## src/rtl/bin_to_bcd_seq_if.sv

```systemverilog
// Request/result bundle for the sequential binary-to-BCD converter.
// The master drives the conversion request; the slave returns status and packed BCD.
interface bin_to_bcd_seq_if #(
    parameter int unsigned W      = 14,
    parameter int unsigned DIGITS = 4
);
    logic                  start;
    logic [W-1:0]          bin;
    logic                  busy;
    logic                  done;
    logic [4*DIGITS-1:0]   bcd;
    logic                  ovf;

    modport master (
        output start, bin,
        input  busy, done, bcd, ovf
    );

    modport slave (
        input  start, bin,
        output busy, done, bcd, ovf
    );
endinterface

```

## src/rtl/bin_to_bcd_seq.sv

```systemverilog
// Shift-and-add-3 (double dabble) binary-to-BCD converter, one input bit per clock.
// Produces packed BCD digits for seven-segment decoders; 4'hF means a blanked digit.
module bin_to_bcd_seq #(
    parameter int unsigned W        = 14,
    parameter int unsigned DIGITS   = 4,
    parameter bit          BLANK_LZ = 1'b0
) (
    input  logic             clk,
    input  logic             reset,
    bin_to_bcd_seq_if.slave  bus
);

    localparam int unsigned CW = (W > 1) ? $clog2(W) : 1;
    localparam int unsigned BW = 4 * DIGITS;
    // Zero-extended so the range check never truncates either operand.
    localparam logic [W+31:0] MAXV = (W + 32)'(10 ** DIGITS - 1);

    typedef enum logic [1:0] {
        IDLE,
        SHIFT,
        FINISH
    } state_t;

    state_t          r_state;
    logic [W-1:0]    r_shift;
    logic [BW-1:0]   r_scratch;
    logic [CW-1:0]   r_cnt;
    logic            r_ovf_pend;
    logic            r_busy;
    logic            r_done;
    logic [BW-1:0]   r_bcd;
    logic            r_ovf;

    logic            w_ovf_in;
    logic [BW-1:0]   w_adj;
    logic [BW-1:0]   w_blank;
    logic            w_lead;
    logic [BW-1:0]   w_result;

    assign w_ovf_in = ({{32{1'b0}}, bus.bin} > MAXV);

    always_comb begin
        w_adj = r_scratch;
        for (int unsigned d = 0; d < DIGITS; d++) begin
            if (r_scratch[4*d +: 4] >= 4'd5)
                w_adj[4*d +: 4] = r_scratch[4*d +: 4] + 4'd3;
        end
    end

    // Blank zeros from the top digit down until the first nonzero; units always shown.
    always_comb begin
        w_blank = r_scratch;
        w_lead  = 1'b1;
        for (int unsigned k = 1; k < DIGITS; k++) begin
            if (w_lead && (r_scratch[4*(DIGITS-k) +: 4] == 4'h0))
                w_blank[4*(DIGITS-k) +: 4] = 4'hF;
            else
                w_lead = 1'b0;
        end
    end

    always_comb begin
        if (r_ovf_pend)
            w_result = '1;
        else if (BLANK_LZ)
            w_result = w_blank;
        else
            w_result = r_scratch;
    end

    always_ff @(posedge clk) begin
        if (reset) begin
            r_state    <= IDLE;
            r_shift    <= '0;
            r_scratch  <= '0;
            r_cnt      <= '0;
            r_ovf_pend <= 1'b0;
            r_busy     <= 1'b0;
            r_done     <= 1'b0;
            r_bcd      <= '0;
            r_ovf      <= 1'b0;
        end else begin
            r_done <= 1'b0;
            case (r_state)
                IDLE: begin
                    if (bus.start) begin
                        r_shift    <= bus.bin;
                        r_scratch  <= '0;
                        r_cnt      <= '0;
                        r_ovf_pend <= w_ovf_in;
                        r_busy     <= 1'b1;
                        r_state    <= SHIFT;
                    end
                end
                SHIFT: begin
                    // Top bit of the adjusted scratch is discarded; ovf covers that case.
                    r_scratch <= {w_adj[BW-2:0], r_shift[W-1]};
                    r_shift   <= r_shift << 1;
                    r_cnt     <= r_cnt + 1'b1;
                    if (r_cnt == CW'(W - 1))
                        r_state <= FINISH;
                end
                FINISH: begin
                    r_ovf   <= r_ovf_pend;
                    r_bcd   <= w_result;
                    r_done  <= 1'b1;
                    r_busy  <= 1'b0;
                    r_state <= IDLE;
                end
                default: r_state <= IDLE;
            endcase
        end
    end

    assign bus.busy = r_busy;
    assign bus.done = r_done;
    assign bus.bcd  = r_bcd;
    assign bus.ovf  = r_ovf;

endmodule

```

## src/flat_wrapper.sv

```systemverilog
// flat-port wrapper written by rule: the top's interface ports become plain ports
module bin_to_bcd_seq_flat 
#(
    parameter int unsigned W        = 14,
    parameter int unsigned DIGITS   = 4,
    parameter bit          BLANK_LZ = 1'b0
)
  (clk, reset, bus_start, bus_bin, bus_busy, bus_done, bus_bcd, bus_ovf);
  bin_to_bcd_seq_if #(.W(W), .DIGITS(DIGITS)) bus_i ();
  input  logic clk;
  input  logic reset;
  input wire logic [$bits(bus_i.start)-1:0] bus_start;
  input wire logic [$bits(bus_i.bin)-1:0] bus_bin;
  output wire logic [$bits(bus_i.busy)-1:0] bus_busy;
  output wire logic [$bits(bus_i.done)-1:0] bus_done;
  output wire logic [$bits(bus_i.bcd)-1:0] bus_bcd;
  output wire logic [$bits(bus_i.ovf)-1:0] bus_ovf;
  assign bus_i.start = bus_start;
  assign bus_i.bin = bus_bin;
  assign bus_busy = bus_i.busy;
  assign bus_done = bus_i.done;
  assign bus_bcd = bus_i.bcd;
  assign bus_ovf = bus_i.ovf;
  bin_to_bcd_seq #(.W(W), .DIGITS(DIGITS), .BLANK_LZ(BLANK_LZ)) u_core (.clk(clk), .reset(reset), .bus(bus_i));
endmodule
```

## config.mk

```make
export PLATFORM = sky130hd
export DESIGN_NAME = bin_to_bcd_seq_flat
export DESIGN_NICKNAME = d
export VERILOG_FILES = /design/src/rtl/bin_to_bcd_seq_if.sv /design/src/rtl/bin_to_bcd_seq.sv /design/src/flat_wrapper.sv
export SDC_FILE = /design/constraint.sdc
export NUM_CORES = 1
export LEC_CHECK = 0
export CAP_MARGIN = 20
export CORE_ASPECT_RATIO = 0.7
export CORE_MARGIN = 3
export CORE_UTILIZATION = 30
export DETAILED_ROUTE_END_ITERATION = 8
export PLACE_DENSITY = 0.59
export SETUP_SLACK_MARGIN = 0.05
export SYNTH_ARGS = -nofsm -noshare
export SYNTH_HDL_FRONTEND = slang
export SYNTH_SLANG_ARGS = --single-unit
```

## constraint.sdc

```tcl
create_clock -name clk -period 2.06 [get_ports clk]
set_clock_uncertainty 0.2 [all_clocks]
set_input_delay 0.412 -clock clk [delete_from_list [all_inputs] [get_ports clk]]
set_output_delay 0.412 -clock clk [all_outputs]
set_load 0.02 [all_outputs]
```

==> results_dict.tcl <==
set metrics [dict create \
    outcome "completed" \
    grt_max_degree 34 \
    syn_to_final_growth_pct 22.7 \
    p_seq_share_pct 52.5 \
    path_class "reg -> out" \
    final-hold-violation-count 0 \
    path_buf_inv 1 \
    dp_slack_ns -0.230 \
    drc 0 \
    die_area_mm2 0.00954 \
    via_per_inst 4.80 \
    drv_slew 0 \
    crit_path_end_kind "primary output" \
    die_w_um 115 \
    num_rows 27 \
    slew_headroom_pct 40.5 \
    detail_route.first_pass.iterations 4 \
    crit_arrival_ns 1.26 \
    placed_area_mm2 0.00295 \
    nets 350 \
    final_cell_area_mm2 0.00309 \
    hpwlAfterDp_um 3770 \
    path_delay_family "buffers and inverters" \
    final_util_pct 38.6 \
    setup.worst_path.start_class "flip-flop" \
    final_common_cell "nor2_1" \
    synth.cell_area_mm2 0.00252 \
    ir_drop_uv 263 \
    finalNonFillerCells 424 \
    yosysSeqAreaShare_pct 44.6 \
    synth_cell_types 32 \
    p_sw_share_pct 23.8 \
    fin_crit_ns 1.87 \
    wirelength_um 5480 \
    worstPathMaxFanout 2 \
    grt_pass1_vias 1855 \
    clkTransAtPathRegs_ns 0.07 \
    drive_above_1_share_pct 5.88 \
    htree_levels 2 \
    slowest_stage "clkdlybuf4s50_1" \
    cts_made_buffers 5 \
    cts.sinks 56 \
    cts_tree "yes" \
    clockBufferDepth 2 \
    setup_viol 0 \
    insertedDiodeCount 0 \
    final_cell_mix "nor2_1 (60), dfxtp_1 (56), clkdlybuf4s50_1 (35)" \
    crit_chain "clkdlybuf4s50_1" \
    hold_class "reg -> reg" \
    power_density_mw_per_mm2 698 \
    grt_pass1_wl_um 9070 \
    clockRootBuffer "clkbuf_16" \
    clk_latency_ns 0.29 \
    antenna_found_initial 0 \
    internal_power_mw 1.64 \
    core_area_mm2 0.00801 \
    grt_overflow 0 \
    timing.fmax_ghz 0.535 \
    dp_cells 417 \
    worst_slack_ns 0.190 \
    io_pins 36 \
    drt_iter0_drc 139 \
    ys_seq_elements 56 \
    power_frac_comb_pct 8.7 \
    grtUsageTotal_pct 12.2 \
    ys_warn_count 0 \
    clockPowerShare_pct 38.8 \
    avgSynthCellArea_um2 8.59 \
    syn_nets 320 \
    total_leakage_power_nw 1.11 \
    syn_inst 293 \
    portBuffers 35 \
    drtAntennaViolNets 0 \
    fin_crit_sh_pct 90.8 \
    dieHeight_um 82.6 \
    slowest_delay_ns 0.61 \
    wl_per_cell_um 12.9 \
    cp.required_ns 1.45 \
    drv_cap 0 \
    p_sw_uw 514 \
    place.gp.congestion 0.741 \
    rsz0062_at_grt "false" \
    initial_core_util_pct 31.4 \
    worst_pin_slew_ns 0.889 \
    vias 2035 \
    cts_hold_buf 0 \
]
## per-stage QoR
step / hold WS (ns) / power, mW / setup TNS (ns)
2_1_floorplan: 0.255 / 1.27 / 0
3_3_place_gp: 0.262 / 1.34 / -2.33
3_5_place_dp: 0.268 / 1.34 / -2.72
4_1_cts: 0.278 / 2.18 / 0
5_1_grt: 0.307 / 2.25 / 0
6_report: 0.277 / 2.15 / 0
## logic make-up after synthesis
kind of cell,Yosys count,share of synthesized area [%]
adder cells (fa/ha/maj),10,4.97
buffers and inverters,31,6.41
multiplexers,5,1.99
XOR/XNOR,8,2.78
AO/OA/AOI/OAI,66,18.7
AND/OR/NAND/NOR,117,20.6
flip-flops,56,44.6
## cells in the mapped netlist (all sizes together)
master | number | area share [%]
clkbuf | 6 | 0.90
o22ai | 1 | 0.25
nor2b | 2 | 0.50
dfxtp | 56 | 45
a311oi | 13 | 4.5
a22o | 12 | 4.2
inv | 11 | 1.6
ha | 10 | 5.0
nand2b | 6 | 1.5
nand3 | 7 | 1.4
a22oi | 2 | 0.60
a21oi | 12 | 2.4
xnor2 | 5 | 1.7
nand4b | 1 | 0.35
nand3b | 1 | 0.30
nand2 | 27 | 4.0
nor3b | 1 | 0.30
or2 | 1 | 0.25
buf | 14 | 3.9
a211oi | 16 | 4.8
nor4 | 1 | 0.25
o21ai | 10 | 2.0
mux2i | 5 | 2.0
nor2 | 63 | 10
nor3 | 7 | 1.4
xor2 | 3 | 1.0
## power groups by stage
stage,registers (mW),logic [mW],clock network (mW)
after global routing,1.13,0.211,0.902
final,1.13,0.187,0.836
after floorplan,1.15,0.120,0
after CTS,1.13,0.188,0.858
after detailed placement,1.16,0.187,0
after global placement,1.15,0.185,0
## path summary, 6_finish.rpt
check / from / to / slack, ns / depth (start not counted)
worst max-delay path: u_core.bus.bcd[6] / bus_bcd[6] / 0.19 / 1
worst min-delay path: u_core.r_shift[12] / u_core.r_shift[13] / 0.28 / 2
worst max register to register: u_core.r_state[1] / u_core.r_cnt[3] / 0.20 / 3
worst min register to register: u_core.r_shift[12] / u_core.r_shift[13] / 0.28 / 2
## layer usage
layer | up-vias | share of wire, % | GRT usage [%]
li1 | 1070 | - | -
met1 | 930 | 54 | 17.2
met2 | 31 | 41 | 18.0
met3 | 4 | 3.8 | 3.28
met4 | 0 | 1.1 | 3.75
met5 | - | 0 | 0
## what timing repair did
action / CTS / global route
setup buffers: 0 / 0
setup endpoints to repair: 0 / 12
resized for setup: 0 / 1
## final cells by class
class	count	area (µm²)
multi-input cells	206	1240
clock inverters	1	8.76
clock buffers	6	129
well taps	101	126
inverters	11	41.3
fillers	808	4920
flip-flops and latches	56	1120
repair buffers	43	423
## registers in the layout, indices dropped and copies added, names as in the netlist
signal	count
u_core.bus.busy	1
u_core.r_scratch	16
u_core.bus.bcd	16
u_core.bus.done	1
u_core.bus.ovf	1
u_core.r_ovf_pend	1
u_core.r_shift	14
u_core.r_state	2
u_core.r_cnt	4
Note: power is estimated with default switching activity, not from simulation.
